--- src/rtl/dcache_read_ctrl.sv ---
// Read controller for one load port of the write-through L1 data cache.
// Sequences tag lookup, hit return, miss request/refill, kills and collision replays.
module dcache_read_ctrl #(
  parameter int          INDEX_WIDTH  = 12,
  parameter int          OFFSET_WIDTH = 4,
  parameter int          TAG_WIDTH    = 44,
  parameter int          SET_ASSOC    = 8,
  parameter int          RD_TX_ID     = 1,
  parameter logic [63:0] CACHED_BASE  = 64'h8000_0000,
  parameter logic [63:0] CACHED_SIZE  = 64'h4000_0000,
  parameter logic [63:0] APPROX_BASE  = 64'h9000_0000,
  parameter logic [63:0] APPROX_SIZE  = 64'h1000_0000
) (
  input  logic                                clk_i,
  input  logic                                rst_i,
  input  logic                                cache_en_i,
  input  logic                                data_req_i,
  input  logic [INDEX_WIDTH-1:0]              address_index_i,
  input  logic [TAG_WIDTH-1:0]                address_tag_i,
  input  logic                                tag_valid_i,
  input  logic                                kill_req_i,
  input  logic [1:0]                          data_size_i,
  output logic                                data_gnt_o,
  output logic                                data_rvalid_o,
  output logic [63:0]                         data_rdata_o,
  output logic                                miss_req_o,
  input  logic                                miss_ack_i,
  output logic                                miss_nc_o,
  output logic                                miss_we_o,
  output logic [63:0]                         miss_wdata_o,
  output logic [63:0]                         miss_paddr_o,
  output logic                                miss_approx_o,
  output logic [SET_ASSOC-1:0]                miss_vld_bits_o,
  output logic [2:0]                          miss_size_o,
  output logic [2:0]                          miss_id_o,
  input  logic                                miss_replay_i,
  input  logic                                miss_rtrn_vld_i,
  input  logic [63:0]                         miss_rtrn_data_i,
  input  logic                                wr_cl_vld_i,
  output logic                                rd_req_o,
  input  logic                                rd_ack_i,
  output logic                                rd_tag_only_o,
  output logic [TAG_WIDTH-1:0]                rd_tag_o,
  output logic [INDEX_WIDTH-OFFSET_WIDTH-1:0] rd_idx_o,
  output logic [OFFSET_WIDTH-1:0]             rd_off_o,
  output logic                                approx_o,
  input  logic [63:0]                         rd_data_i,
  input  logic [SET_ASSOC-1:0]                rd_vld_bits_i,
  input  logic [SET_ASSOC-1:0]                rd_hit_oh_i
);

  typedef enum logic [2:0] {
    IDLE,
    READ,
    MISS_REQ,
    MISS_WAIT,
    KILL_MISS,
    REPLAY_REQ,
    REPLAY_READ
  } state_e;

  state_e                 state_q, state_d;
  logic [INDEX_WIDTH-1:0] idx_q;
  logic [TAG_WIDTH-1:0]   tag_q;
  logic [1:0]             size_q;
  logic [SET_ASSOC-1:0]   vld_q;

  logic                   cap_req, cap_tag, cap_vld;
  logic [INDEX_WIDTH-1:0] lookup_idx;
  logic [TAG_WIDTH-1:0]   lookup_tag;
  logic [63:0]            paddr;
  logic                   cacheable, in_approx, hit;

  // The tag arrives live in the READ cycle; every later phase works off the stored copy.
  assign lookup_tag = (state_q == READ && tag_valid_i) ? address_tag_i : tag_q;
  assign lookup_idx = (state_q == IDLE) ? address_index_i : idx_q;
  assign paddr      = 64'({lookup_tag, lookup_idx});

  assign cacheable  = (paddr >= CACHED_BASE) && (paddr < CACHED_BASE + CACHED_SIZE);
  assign in_approx  = (paddr >= APPROX_BASE) && (paddr < APPROX_BASE + APPROX_SIZE);
  assign hit        = (|rd_hit_oh_i) && cache_en_i && cacheable;

  assign rd_tag_only_o   = 1'b0;
  assign rd_tag_o        = lookup_tag;
  assign rd_idx_o        = lookup_idx[INDEX_WIDTH-1:OFFSET_WIDTH];
  assign rd_off_o        = lookup_idx[OFFSET_WIDTH-1:0];
  assign approx_o        = in_approx;

  assign miss_we_o       = 1'b0;
  assign miss_wdata_o    = '0;
  assign miss_id_o       = 3'(RD_TX_ID);
  assign miss_paddr_o    = paddr;
  assign miss_approx_o   = in_approx;
  assign miss_vld_bits_o = vld_q;
  // Qualified by the request so the miss attributes stay quiet while no miss is pending.
  assign miss_nc_o       = miss_req_o & (~cache_en_i | ~cacheable);
  assign miss_size_o     = !miss_req_o ? 3'b000 :
                           miss_nc_o   ? {1'b0, size_q} : 3'b111;

  // NOTE: every output of this block is assigned a default first, so no path can infer a latch.
  always_comb begin
    state_d       = state_q;
    data_gnt_o    = 1'b0;
    data_rvalid_o = 1'b0;
    data_rdata_o  = '0;
    miss_req_o    = 1'b0;
    rd_req_o      = 1'b0;
    cap_req       = 1'b0;
    cap_tag       = 1'b0;
    cap_vld       = 1'b0;

    unique case (state_q)
      IDLE: begin
        if (data_req_i) begin
          rd_req_o = 1'b1;
          if (rd_ack_i) begin
            data_gnt_o = 1'b1;
            cap_req    = 1'b1;
            state_d    = READ;
          end
        end
      end

      READ, REPLAY_READ: begin
        if (kill_req_i) begin
          data_rvalid_o = 1'b1;
          state_d       = IDLE;
        end else if (state_q == REPLAY_READ || tag_valid_i) begin
          cap_tag = (state_q == READ);
          cap_vld = 1'b1;
          if (wr_cl_vld_i) begin
            state_d = REPLAY_REQ;
          end else if (hit) begin
            data_rvalid_o = 1'b1;
            data_rdata_o  = rd_data_i;
            state_d       = IDLE;
          end else begin
            state_d = MISS_REQ;
          end
        end
      end

      MISS_REQ: begin
        miss_req_o = 1'b1;
        if (kill_req_i) begin
          data_rvalid_o = 1'b1;
          state_d       = miss_ack_i ? KILL_MISS : IDLE;
        end else if (miss_replay_i) begin
          state_d = REPLAY_REQ;
        end else if (miss_ack_i) begin
          state_d = MISS_WAIT;
        end
      end

      MISS_WAIT: begin
        if (miss_rtrn_vld_i) begin
          data_rvalid_o = 1'b1;
          data_rdata_o  = kill_req_i ? 64'h0 : miss_rtrn_data_i;
          state_d       = IDLE;
        end else if (kill_req_i) begin
          data_rvalid_o = 1'b1;
          state_d       = KILL_MISS;
        end
      end

      // The killed miss is still in flight; swallow its return silently.
      KILL_MISS: begin
        if (miss_rtrn_vld_i) state_d = IDLE;
      end

      REPLAY_REQ: begin
        rd_req_o = 1'b1;
        if (kill_req_i) begin
          data_rvalid_o = 1'b1;
          state_d       = IDLE;
        end else if (rd_ack_i) begin
          state_d = REPLAY_READ;
        end
      end

      default: state_d = IDLE;
    endcase
  end

  // NOTE: sequential state uses non-blocking assignments so all registers sample pre-edge values.
  always_ff @(posedge clk_i) begin
    if (rst_i) begin
      state_q <= IDLE;
      idx_q   <= '0;
      tag_q   <= '0;
      size_q  <= '0;
      vld_q   <= '0;
    end else begin
      state_q <= state_d;
      if (cap_req) begin
        idx_q  <= address_index_i;
        size_q <= data_size_i;
      end
      if (cap_tag) tag_q <= address_tag_i;
      if (cap_vld) vld_q <= rd_vld_bits_i;
    end
  end

endmodule

--- config.mk ---
export PLATFORM = sky130hd
export DESIGN_NAME = dcache_read_ctrl
export DESIGN_NICKNAME = d
export VERILOG_FILES = /design/src/rtl/dcache_read_ctrl.sv
export SDC_FILE = /design/constraint.sdc
export NUM_CORES = 1
export LEC_CHECK = 0
export CORE_AREA = 2 2 190 192
export DETAILED_ROUTE_END_ITERATION = 12
export DIE_AREA = 0 0 192 194
export PLACE_DENSITY = 0.42
export SYNTH_ARGS = -nofsm -noshare
export SYNTH_HDL_FRONTEND = slang
export SYNTH_SLANG_ARGS = --single-unit
export TNS_END_PERCENT = 30
--- constraint.sdc ---
create_clock -name clk_i -period 2.8 [get_ports clk_i]
set_input_delay 0.28 -clock clk_i [delete_from_list [all_inputs] [get_ports clk_i]]
set_output_delay 0.28 -clock clk_i [all_outputs]
set_load 0.005 [all_outputs]
==> summary.txt, run 1 <==
Clocking
  • Clock root buffer: sky130_fd_sc_hd__clkbuf_16
  • CTS Buffer Depth: 2
  • H-Tree Level Count: 3
  • Clock tree from TritonCTS: yes
  • Clock sink count: just under 70
  • TritonCTS buffer count: 9
  • Clock-pin slew on the worst setup and hold paths: 0.07 ns
  • Hold bufs inserted after CTS: 0
  • Source-to-sink clock delay at the later pin of the worst-skew pair: 0.34 ns

STA
  • Peak clock frequency supported by timing: 0.354 GHz
  • Post-route worst hold slack: around 0.28 ns
  • Count of endpoints failing setup in the final report: 4
  • Minimum clock period: 2.83 ns
  • Sum Neg Setup Slack: -0.0538 ns
  • Transition at the pin with the smallest max-transition slack: 0.773 ns
  • Worst Slack Setup Final: -0.0256 ns
  • Max transition margin: 0.485
  • Final Skew: 0.0123 ns
  • RSZ-0062 raised after global routing: yes
  • Final hold violations: 0
  • Final clock period utilization by the worst path: 1.01
  • Number of max-slew violations in the final report: 0

GRT
  • Overflow left after global routing: 0
  • Antenna violations before repair: 1
  • Overall fraction of global-route tracks in use: 0.135
  • Pin count of the biggest net entering global routing: 55
  • Vias in the first global route: 6,225
  • First-pass GRT wire length: 38.5 mm

Synthesis
  • Synth Warn #: 0
  • Number of unique standard cell types used by synthesis: 44
  • Mean area per synthesized cell: around 7 µm²
  • Share of flip-flops with an asynchronous set or reset after synthesis: 0
  • Flip-flop and latch count after synthesis: between 60 and 70
  • Commonest register cell after synthesis: sky130_fd_sc_hd__dfxtp_1
  • Sequential fraction of the synthesis area: 0.260
  • Gate Count Post-Synth: 752
  • Post-synth design cell area: about 5300 µm²
  • EDFF count, synth: 0

Floorplan
  • Area enclosed by the die boundary: 37,200 µm²
  • Top Ports: 484
  • Die Span X: 192 µm
  • Standard-cell rows: 69
  • DIE HEIGHT: 194 µm
  • Effective utilization at floorplan: 0.151
  • Core region area: roughly 35,000 µm²

Route
  • Starting DRT DRC Count: 233
  • Vias after detailed routing: roughly 6,300
  • DRT Pass-1 Iters: 5
  • Overall routed net length: 26.3 mm
  • Final routed wire length divided by cell count: 16.3 µm
  • DRC violation count after routing: 0
  • Antenna viol nets, final: 0
  • Via-per-instance ratio: 3.89

Layout
  • Fraction of final layout cells with drive strength greater than 1: 0.180
  • Net total in the final layout: between 1,000 and 1,500
  • Final-layout fill cell count: 3,906
  • Util after Layout: 0.283
  • Growth of design area from synthesis to finish: 87.7%

Worst setup path
  • Startpoint kind of the worst setup timing path: register
  • Critical path data required time: between 2 and 3 ns
  • Setup CP Type: register to output port
  • Cell type with the highest occurrence count on the critical path: sky130_fd_sc_hd__buf_4
  • Largest stage delay, worst path: 0.34 ns
  • Bufs and invs on worst path: 6
  • Worst R2R Start: state_q[1]$_SDFFE_PP0P_
  • Arrival time of data at the critical path endpoint: 2.55 ns
  • Critical Path Sink Type: output port
  • Maximum fanout along the worst path: 4
  • Max stage delay cell, worst path: sky130_fd_sc_hd__dfxtp_2
  • Cell family with most CP delay: buffers and inverters
  • Reg-to-reg endpoint: state_q[0]$_SDFFE_PP0P_
  • Stages on worst setup path: 11
  • Cells along the critical path: nor4_4 > buf_4 > nand4_1 > o22a_2 > nor3_4 > buf_4 > buf_8 > buf_12 > buf_16 > a22o_1 > buf_2
  • Setup slack, reg-to-reg: 0.83 ns
  • Worst-case reg-to-reg path depth: 5

Pwr
  • Largest voltage drop on the vdd net: roughly 0.00029 V
  • Pwr per Cell Area: 445 nW/µm²
  • Proportion of power drawn by the clock network: 0.301
  • Leakage: between 0.004 and 0.005 µW
  • Sw Pwr: 1410 µW
  • Share of total power in sequential cells: 0.249
  • Internal power: 3020 µW
  • Switching part of the total: 0.319
  • Total power after layout: 4430 µW
  • Gate power share: 0.450

Flow run
  • Max capacitance violation total: 0

Placement
  • Setup slack at placement: -0.533 ns
  • Routability-driven placement congestion ratio: 0.900
  • Number of buffer cells added on primary ports: 406
  • Sum of net half-perimeters after detailed placement: 20.5 mm

Hold path
  • Cell depth of the worst hold path: 3
  • Source of the worst hold timing path: address_tag_i[32]
  • Hold Crit Endpoint: tag_q[32]$_SDFFE_PP0P_
  • Hold Crit Class: input port to register

Run status
  • Result of the run: complete, but fails checks
  • Violated checks: negative setup slack
-- per-stage QoR --
stage               cell area, µm²  instances
finish                        9960       1616
global route                  9960       1614
CTS                          10000       1608
detailed placement            9620       1583
global placement              9620       1583
floorplan                     5590        827
-- metal layers --
| layer | vias up | global-route usage | wire length, µm | part of all wire |
|---|---|---|---|---|
| met3 | 22 | 0.0297 | 1970 | 0.075 |
| li1 | 3116 | - | - | - |
| met4 | 0 | 0.0353 | 442 | 0.017 |
| met1 | 2881 | 0.162 | 10700 | 0.41 |
| met5 | - | 0 | 0 | 0 |
| met2 | 261 | 0.241 | 13200 | 0.50 |
-- registers in the layout (all words and copies together), names as in the netlist --
| name | count |
|---|---|
| size_q | 2 |
| state_q | 3 |
| miss_vld_bits_o | 8 |
| idx_q | 12 |
| tag_q | 44 |
-- final cells by class --
class | count | area (µm²) | share of cell area
tap | 461 | 577 | 0.0579
timing repair buffer | 494 | 4600 | 0.462
clock buffer | 9 | 225 | 0.0226
clock inverter | 7 | 106 | 0.0107
antenna | 2 | 5.00 | 0.000502
multi-input combinational | 569 | 3050 | 0.306
sequential | 69 | 1380 | 0.139
inverter | 5 | 18.8 | 0.00188
-- worst max-delay path by stage --
stage | start | to
after floorplan | state_q[2]$_SDFFE_PP0P_ | data_rdata_o[0]
after global placement | address_tag_i[25] | data_rdata_o[13]
after detailed placement | address_tag_i[25] | data_rdata_o[13]
after CTS | tag_q[27]$_SDFFE_PP0P_ | data_rdata_o[13]
after global routing | tag_q[27]$_SDFFE_PP0P_ | data_rdata_o[41]
final | tag_q[27]$_SDFFE_PP0P_ | data_rdata_o[2]
-- cells by family (layout without fill, tap and decap cells) --
| family | Yosys count | in the layout | share of synthesized area |
|---|---|---|---|
| mux | 25 | 25 | 0.0526 |
| compound gates | 153 | 153 | 0.198 |
| other cells | 2 | 79 | 0.00141 |
| flops | 69 | 69 | 0.260 |
| simple gates | 314 | 314 | 0.248 |
| buf+inv | 189 | 515 | 0.240 |
-- worst reg2reg max path, cell delays in order (launching register included) --
cell and delay, ns:
sky130_fd_sc_hd__dfxtp_1 0.41, sky130_fd_sc_hd__buf_4 0.24, sky130_fd_sc_hd__mux4_2 0.55, sky130_fd_sc_hd__o21ai_0 0.30, sky130_fd_sc_hd__mux2i_1 0.22, sky130_fd_sc_hd__o22ai_1 0.09
-- layout by cell type, fill, tap and decap left out, drive strengths merged, types with 3 or more instances in the layout --
cell	Yosys	layout
clkdlybuf4s50	0	328
nand2	255	255
buf	147	124
conb	2	77
dfxtp	69	69
a21oi	68	68
a22o	64	64
clkbuf	37	37
nor2	18	18
mux2	13	13
nor4	12	12
mux2i	11	11
o21ai	8	8
dlygate4sd2	0	8
inv	5	7
nand4	5	5
dlymetal6s2s	0	5
nor2b	3	3
nand3	3	3
clkinv	0	3
nor3	3	3
-- power groups by stage --
stage	registers, µW	logic [µW]	clock network [µW]
2_1_floorplan	1110	986	0
3_3_place_gp	1120	2000	0
3_5_place_dp	1120	1990	0
4_1_cts	1100	2010	1410
5_1_grt	1110	2170	1440
6_report	1100	1990	1340
-- cell usage after synthesis (2+ instances only) --
master | instances | share of area
sky130_fd_sc_hd__nand2_1 | 255 | 0.18
sky130_fd_sc_hd__buf_4 | 136 | 0.19
sky130_fd_sc_hd__dfxtp_1 | 69 | 0.26
sky130_fd_sc_hd__a21oi_1 | 67 | 0.063
sky130_fd_sc_hd__a22o_1 | 64 | 0.11
sky130_fd_sc_hd__clkbuf_1 | 37 | 0.026
sky130_fd_sc_hd__nor2_1 | 18 | 0.013
sky130_fd_sc_hd__mux2_2 | 13 | 0.028
sky130_fd_sc_hd__nor4_1 | 12 | 0.014
sky130_fd_sc_hd__mux2i_1 | 11 | 0.021
sky130_fd_sc_hd__o21ai_0 | 8 | 0.0075
sky130_fd_sc_hd__buf_6 | 7 | 0.015
sky130_fd_sc_hd__inv_1 | 5 | 0.0035
sky130_fd_sc_hd__nand4_1 | 5 | 0.0059
sky130_fd_sc_hd__buf_1 | 3 | 0.0021
sky130_fd_sc_hd__nand3_1 | 3 | 0.0028
sky130_fd_sc_hd__nor2b_1 | 3 | 0.0035
sky130_fd_sc_hd__a311oi_1 | 2 | 0.0033
sky130_fd_sc_hd__a31oi_1 | 2 | 0.0024
sky130_fd_sc_hd__conb_1 | 2 | 0.0014
sky130_fd_sc_hd__nand2b_1 | 2 | 0.0024
sky130_fd_sc_hd__nor3_1 | 2 | 0.0019
sky130_fd_sc_hd__nor4b_1 | 2 | 0.0033
sky130_fd_sc_hd__o22ai_1 | 2 | 0.0024
sky130_fd_sc_hd__or2_2 | 2 | 0.0024
sky130_fd_sc_hd__or3_1 | 2 | 0.0024
-- timing repair --
| action | in CTS | in global routing |
|---|---|---|
| setup buffers | 6 | 8 |
| pin swaps | 9 | 25 |
| hold endpoints to repair | 0 | 0 |
| endpoints found under the setup margin | 72 | 68 |
| cloned | 3 | 1 |
| resized for setup | 163 | 113 |
(Power assumes the default switching activity.)
==> inputs of run 2 (changes only) <==
--- a/config.mk
+++ b/config.mk
@@ -8,7 +8,6 @@
 export CORE_AREA = 2 2 190 192
 export DETAILED_ROUTE_END_ITERATION = 12
 export DIE_AREA = 0 0 192 194
-export PLACE_DENSITY = 0.42
 export SYNTH_ARGS = -nofsm -noshare
 export SYNTH_HDL_FRONTEND = slang
 export SYNTH_SLANG_ARGS = --single-unit
==> run 2 against run 1 <==
The flow still finishes with violations (negative setup slack). Routed wire length is 3.8% lower. Core utilization grew 0.11 points. Hold slack gained 0.072 ns. Maximum frequency fell by 0.49%. Flip-flop and latch count unchanged. Global-route usage is 0.59 points lower. Clock-buffer cell count grew 1. Critical path type is now input port to output port. Largest cell class unchanged. Largest power group unchanged. Highest routed layer unchanged.
==> summary.txt, run 2 (synthesis results as in run 1) <==
Route
  • DRT Pass-1 Iters: 4
  • Overall routed net length: ~25 mm
  • Via-per-instance ratio: 3.99
  • Final routed wire length divided by cell count: 15.7 µm
  • Antenna viol nets, final: 0
  • DRC violation count after routing: 0
  • Starting DRT DRC Count: 345
  • Vias after detailed routing: 6,424

Floorplan
  • Core region area: 35,200 µm²
  • Standard-cell rows: 69
  • Top Ports: between 400 and 500
  • DIE HEIGHT: between 150 and 200 µm
  • Area enclosed by the die boundary: about 37,000 µm²
  • Effective utilization at floorplan: 0.151
  • Die Span X: between 150 and 200 µm

Worst setup path
  • Setup slack, reg-to-reg: 0.91 ns
  • Startpoint kind of the worst setup timing path: input port
  • Critical Path Sink Type: output port
  • Setup CP Type: input port to output port
  • Arrival time of data at the critical path endpoint: 2.56 ns
  • Worst R2R Start: state_q[2]$_SDFFE_PP0P_
  • Reg-to-reg endpoint: state_q[0]$_SDFFE_PP0P_
  • Worst-case reg-to-reg path depth: 6
  • Maximum fanout along the worst path: 8
  • Critical path data required time: 2.52 ns

Clocking
  • H-Tree Level Count: 3
  • Clock-pin slew on the worst setup and hold paths: 0.06 ns
  • Hold bufs inserted after CTS: 0
  • Clock sink count: between 60 and 70
  • Source-to-sink clock delay at the later pin of the worst-skew pair: 0.34 ns
  • Clock tree from TritonCTS: yes
  • TritonCTS buffer count: 9
  • Clock root buffer: sky130_fd_sc_hd__clkbuf_16
  • CTS Buffer Depth: 2

Run status
  • Violated checks: negative setup slack
  • Result of the run: complete, but fails checks

STA
  • Number of max-slew violations in the final report: 0
  • Count of endpoints failing setup in the final report: 10
  • Final Skew: 0.0113 ns
  • Final clock period utilization by the worst path: 1.01
  • RSZ-0062 raised after global routing: yes
  • Final hold violations: 0
  • Sum Neg Setup Slack: -0.340 ns
  • Transition at the pin with the smallest max-transition slack: between 0.5 and 0.6 ns
  • Worst Slack Setup Final: -0.0394 ns
  • Minimum clock period: 2.84 ns
  • Max transition margin: 0.645
  • Post-route worst hold slack: 0.353 ns
  • Peak clock frequency supported by timing: around 0.35 GHz

Pwr
  • Gate power share: 0.475
  • Proportion of power drawn by the clock network: 0.264
  • Largest voltage drop on the vdd net: 0.000315 V
  • Internal power: 2850 µW
  • Leakage: 0.00423 µW
  • Sw Pwr: between 1000 and 1500 µW
  • Share of total power in sequential cells: 0.261
  • Switching part of the total: 0.328
  • Pwr per Cell Area: 423 nW/µm²

GRT
  • Pin count of the biggest net entering global routing: 65
  • Overflow left after global routing: 0
  • Antenna violations before repair: 0
  • First-pass GRT wire length: between 30 and 40 mm
  • Overall fraction of global-route tracks in use: 0.129
  • Vias in the first global route: 6,051

Layout
  • Number of flip-flops under the largest register name: 44
  • Net total in the final layout: 1,359
  • Final-layout fill cell count: about 3,800
  • Number of antenna repair diodes: 0
  • Fraction of final layout cells with drive strength greater than 1: 0.163
  • Growth of design area from synthesis to finish: 88.4%
  • Commonest cells after routing, fill and taps aside: 324 x sky130_fd_sc_hd__clkdlybuf4s50_1, 254 x sky130_fd_sc_hd__nand2_1, 77 x sky130_fd_sc_hd__conb_1, 67 x sky130_fd_sc_hd__a21oi_1, 67 x sky130_fd_sc_hd__buf_4
  • Most common cell after layout, fill and taps aside: sky130_fd_sc_hd__clkdlybuf4s50_1
  • Register with the most flip-flops: tag_q

Hold path
  • Source of the worst hold timing path: address_tag_i[34]
  • Hold Crit Class: input port to register
  • Hold Crit Endpoint: tag_q[34]$_SDFFE_PP0P_
  • Cell depth of the worst hold path: 4

Placement
  • Routability-driven placement congestion ratio: 1.02
  • Number of buffer cells added on primary ports: 406
  • Sum of net half-perimeters after detailed placement: 20.0 mm

Flow run
  • Max capacitance violation total: 0
==> run 2: cell count changes in the layout (fill, tap and decap cells not counted), sizes merged, moves of 2 or more <==
cell | before | now
clkbuf | 37 | 16
dlygate4sd2 | 8 | 25
clkdlybuf4s15 | 1 | 7
clkdlybuf4s50 | 328 | 324
clkinvlp | 0 | 3
bufinv | 2 | 0
clkinv | 3 | 1
diode | 2 | 0
==> run 2: per-layer routing <==
layer / global-route usage / routed length (µm) / vias to the layer above
met3: 0.0255 / 1770 / 11
met5: 0 / 0 / -
li1: - / - / 3121
met2: 0.217 / 12400 / 275
met4: 0.0291 / 240 / 0
met1: 0.169 / 10900 / 3017
==> run 2: area by class of cell <==
| type | instances | area [µm²] | area share |
|---|---|---|---|
| clock buffer | 10 | 239 | 0.0239 |
| clock inverter | 6 | 45.0 | 0.00450 |
| multi-input combinational | 569 | 3080 | 0.308 |
| inverter | 5 | 18.8 | 0.00188 |
| tap | 461 | 577 | 0.0577 |
| sequential | 69 | 1390 | 0.138 |
| timing repair buffer | 492 | 4660 | 0.465 |
==> run 2: worst max-delay path by stage <==
stage                                       start          endpoint  slack [ns]  depth (start not counted)
final                           address_tag_i[35]   data_rdata_o[9]       -0.04                         13
after global routing            address_tag_i[35]  data_rdata_o[46]       -0.18                         13
after CTS                  tag_q[40]$_SDFFE_PP0P_  data_rdata_o[44]       -0.23                          9
after detailed placement        address_tag_i[32]  data_rdata_o[29]       -0.59                         10
after global placement          address_tag_i[32]  data_rdata_o[55]       -0.56                         10
after floorplan           state_q[2]$_SDFFE_PP0P_   data_rdata_o[0]        0.64                          8
==> run 2: critical path: stages <==
cell,delay [ns]
sky130_fd_sc_hd__clkdlybuf4s50_1,0.44
sky130_fd_sc_hd__nor4_2,0.22
sky130_fd_sc_hd__buf_4,0.15
sky130_fd_sc_hd__nand4_1,0.18
sky130_fd_sc_hd__o22a_2,0.31
sky130_fd_sc_hd__nor3_4,0.18
sky130_fd_sc_hd__buf_12,0.15
sky130_fd_sc_hd__buf_12,0.10
sky130_fd_sc_hd__buf_12,0.10
sky130_fd_sc_hd__buf_16,0.10
sky130_fd_sc_hd__buf_8,0.12
sky130_fd_sc_hd__a22o_1,0.11
sky130_fd_sc_hd__buf_2,0.11
==> run 2: what timing repair did <==
action	CTS	global route
gates resized for setup	206	45
pin swaps	24	15
setup endpoints to repair	81	80
gates cloned	3	0
setup buffers	13	2
==> run 2: power by group through the flow <==
stage	Combinational (µW)	Clock, µW	Sequential (µW)
2_1_floorplan	986	0	1110
3_3_place_gp	2000	0	1120
3_5_place_dp	2000	0	1120
4_1_cts	2040	1160	1100
5_1_grt	2180	1210	1110
6_report	2010	1120	1100
==> run 2: per-stage QoR <==
| step | power, µW | setup slack (ns) | util | area [µm²] | std cells |
|---|---|---|---|---|---|
| 4_1_cts | 4300 | -0.233 | 0.286 | 10100 | 1616 |
| 3_3_place_gp | 3110 | -0.565 | 0.274 | 9650 | 1585 |
| 2_1_floorplan | 2090 | 0.640 | - | 5590 | 827 |
| 3_5_place_dp | 3120 | -0.589 | 0.274 | 9650 | 1585 |
| 6_report | 4240 | -0.0394 | 0.284 | 10000 | 1612 |
| 5_1_grt | 4500 | -0.175 | 0.284 | 10000 | 1612 |
==> inputs of run 3 (changes only) <==
==> constraint.sdc (replaced) <==
create_clock -name clk_i -period 3.2 [get_ports clk_i]
set_input_delay 0.32 -clock clk_i [delete_from_list [all_inputs] [get_ports clk_i]]
set_output_delay 0.32 -clock clk_i [all_outputs]
set_load 0.005 [all_outputs]
==> run 3 against run 2 <==
The flow now finishes without violations. Clock skew down 0.0030 ns. Hold slack better by 0.048 ns. First-iteration DRC count down 15%. Critical path depth down 2. Total power down 8.8%. Flip-flop and latch count unchanged. Clock power up 6%. Routed wire length down 2.0%. Global-route usage down 0.39 points. Setup slack better by 0.15 ns. Sequential share of layout area down 0.13 points. Critical endpoint is now data_rdata_o[54]. Largest cell class unchanged. Highest routed layer is now met5.
==> summary.txt, run 3 (synthesis results as in run 1) <==
STA
  • Peak clock frequency supported by timing: 0.323 GHz
  • Final Skew: 0.00822 ns
  • Final hold violations: 0
  • RSZ-0062 raised after global routing: yes
  • Count of endpoints failing setup in the final report: 0
  • Final clock period utilization by the worst path: 0.967
  • Minimum clock period: 3.09 ns
  • Transition at the pin with the smallest max-transition slack: slightly above 0.9 ns
  • Worst Slack Setup Final: 0.106 ns
  • Number of max-slew violations in the final report: 0
  • Max transition margin: 0.381

Pwr
  • Leakage: 0.00469 µW
  • Gate power share: 0.443
  • Largest voltage drop on the vdd net: 0.000290 V
  • Share of total power in sequential cells: 0.249
  • Total power after layout: 3860 µW
  • Switching part of the total: 0.303
  • Pwr per Cell Area: 384 nW/µm²
  • Internal power: 2690 µW
  • Proportion of power drawn by the clock network: 0.308
  • Sw Pwr: about 1200 µW

Floorplan
  • Top Ports: 484
  • Area enclosed by the die boundary: 37,200 µm²
  • Standard-cell rows: 69
  • Die Span X: between 150 and 200 µm
  • Effective utilization at floorplan: 0.151
  • Core region area: 35,200 µm²
  • DIE HEIGHT: 194 µm

Route
  • Antenna viol nets, final: 0
  • Met2 wire length: 12.0 mm
  • Overall routed net length: 24.8 mm
  • Post-Route M1 WL: 10.3 mm
  • Uppermost metal layer occupied by signal nets: met5
  • DRT Pass-1 Iters: 4
  • Via-per-instance ratio: 3.96
  • DRC violation count after routing: 0
  • Final routed wire length divided by cell count: approximately 16 µm
  • Starting DRT DRC Count: ~290
  • Vias after detailed routing: 6,271
  • Metal3 WL: 2.18 mm

Hold path
  • Cell depth of the worst hold path: 4
  • Hold Crit Class: input port to register

GRT
  • Overflow left after global routing: 0
  • Overall fraction of global-route tracks in use: 0.125
  • First-pass GRT wire length: roughly 35 mm
  • Antenna violations before repair: 3
  • Pin count of the biggest net entering global routing: between 50 and 60
  • Vias in the first global route: about 5,800

Layout
  • Register with the most flip-flops: tag_q
  • Most common cell after layout, fill and taps aside: sky130_fd_sc_hd__clkdlybuf4s50_1
  • Number of flip-flops under the largest register name: 44
  • Reg area: 1380 µm²
  • Cell area after layout: 10,100 µm²
  • Growth of design area from synthesis to finish: 89.7%
  • Commonest cells after routing, fill and taps aside: 353 x sky130_fd_sc_hd__clkdlybuf4s50_1, 254 x sky130_fd_sc_hd__nand2_1, 77 x sky130_fd_sc_hd__conb_1, 69 x sky130_fd_sc_hd__dfxtp_1, 67 x sky130_fd_sc_hd__a21oi_1
  • Area used by multi-input combinational logic: between 3000 and 4000 µm²
  • Net total in the final layout: 1,332
  • Number of antenna repair diodes: 0
  • Fraction of final layout cells with drive strength greater than 1: 0.0970
  • Final-layout fill cell count: between 3,000 and 4,000

Placement
  • Number of buffer cells added on primary ports: 406
  • Routability-driven placement congestion ratio: 1.03
  • Placed cell area: 9500 µm²
  • Setup slack at placement: -0.258 ns
  • Sum of net half-perimeters after detailed placement: roughly 20 mm

Worst setup path
  • Startpoint kind of the worst setup timing path: input port
  • Setup CP Type: input port to output port
  • Critical Path Sink Type: output port
  • Max stage delay cell, worst path: sky130_fd_sc_hd__clkdlybuf4s50_1
  • Cells along the critical path: clkdlybuf4s50_1 > nor4_2 > buf_4 > nand4_1 > buf_4 > o22a_4 > nor3_4 > buf_12 > buf_12 > a22o_1 > clkdlybuf4s50_1
  • Worst-case reg-to-reg path depth: 5
  • Largest stage delay, worst path: 0.52 ns
  • Arrival time of data at the critical path endpoint: 2.77 ns
  • Maximum fanout along the worst path: 12
  • Critical path data required time: 2.88 ns

Clocking
  • Clock-pin slew on the worst setup and hold paths: roughly 0.05 ns
  • Source-to-sink clock delay at the later pin of the worst-skew pair: 0.34 ns
  • Hold bufs inserted after CTS: 0
  • Clock tree from TritonCTS: yes
  • H-Tree Level Count: 3
  • CTS Buffer Depth: 2
  • Clock root buffer: sky130_fd_sc_hd__clkbuf_16
  • TritonCTS buffer count: 9
  • Clock sink count: 69

Flow run
  • Max capacitance violation total: 0

Run status
  • Result of the run: finished, final reports clean
-- run 3: cell count changes in the layout (fill, tap and decap cells not counted), sizes merged, moves of 3 or more --
| cell | delta |
|---|---|
| buf | -65 |
| bufinv | +3 |
| clkbuf | -4 |
| clkdlybuf4s15 | -7 |
| clkdlybuf4s50 | +29 |
| clkinvlp | -3 |
| dlygate4sd2 | -21 |
| dlymetal6s2s | +42 |
-- run 3: what timing repair did --
action,4_1_cts,5_1_grt
endpoints found under the setup margin,69,63
gates resized for setup,11,53
hold endpoints to repair,0,0
cloned,0,1
buffers inserted,0,1
pin swaps,2,5
-- run 3: layout make-up --
| class | instances | share of cell area |
|---|---|---|
| Clock buffer | 11 | 0.0241 |
| Clock inverter | 5 | 0.0107 |
| Inverter | 5 | 0.00186 |
| Multi-Input combinational cell | 569 | 0.301 |
| Sequential cell | 69 | 0.137 |
| Tap cell | 461 | 0.0573 |
| Timing Repair Buffer | 465 | 0.468 |
-- run 3: final timing paths --
check / start / slack [ns] / endpoint
min: address_tag_i[28] / 0.40 / tag_q[28]$_SDFFE_PP0P_
min reg2reg: tag_q[12]$_SDFFE_PP0P_ / 0.45 / tag_q[12]$_SDFFE_PP0P_
max reg2reg: state_q[1]$_SDFFE_PP0P_ / 1.31 / state_q[0]$_SDFFE_PP0P_
max: address_tag_i[23] / 0.11 / data_rdata_o[54]
-- run 3: metrics by stage --
| stage | instances | utilization | hold WS (ns) | TNS, ns |
|---|---|---|---|---|
| after CTS | 1583 | 0.281 | 0.408 | 0 |
| after floorplan | 827 | - | 0.434 | 0 |
| after detailed placement | 1567 | 0.270 | 0.447 | -13.48 |
| after global routing | 1585 | 0.286 | 0.390 | -0.0186 |
| final | 1585 | 0.286 | 0.401 | 0 |
| after global placement | 1567 | 0.270 | 0.440 | -11.74 |
-- run 3: power by group through the flow --
stage	registers [µW]	clock network [µW]	logic, µW
after floorplan	969	0	863
after global placement	978	0	1720
after detailed placement	980	0	1710
after CTS	962	1240	1730
after global routing	970	1270	1850
final	962	1190	1710
-- run 3: routing by layer --
metal  GRT usage  vias up
met5           0        -
met4      0.0319        6
met3      0.0404       21
met2       0.206      287
met1       0.157     2901
li1            -     3056
-- run 3: critical path: cells and delay by family --
kind                   cells  cell delay, ns
buffers and inverters      6            1.57
AO/OA/AOI/OAI              2            0.37
AND/OR/NAND/NOR            3            0.51
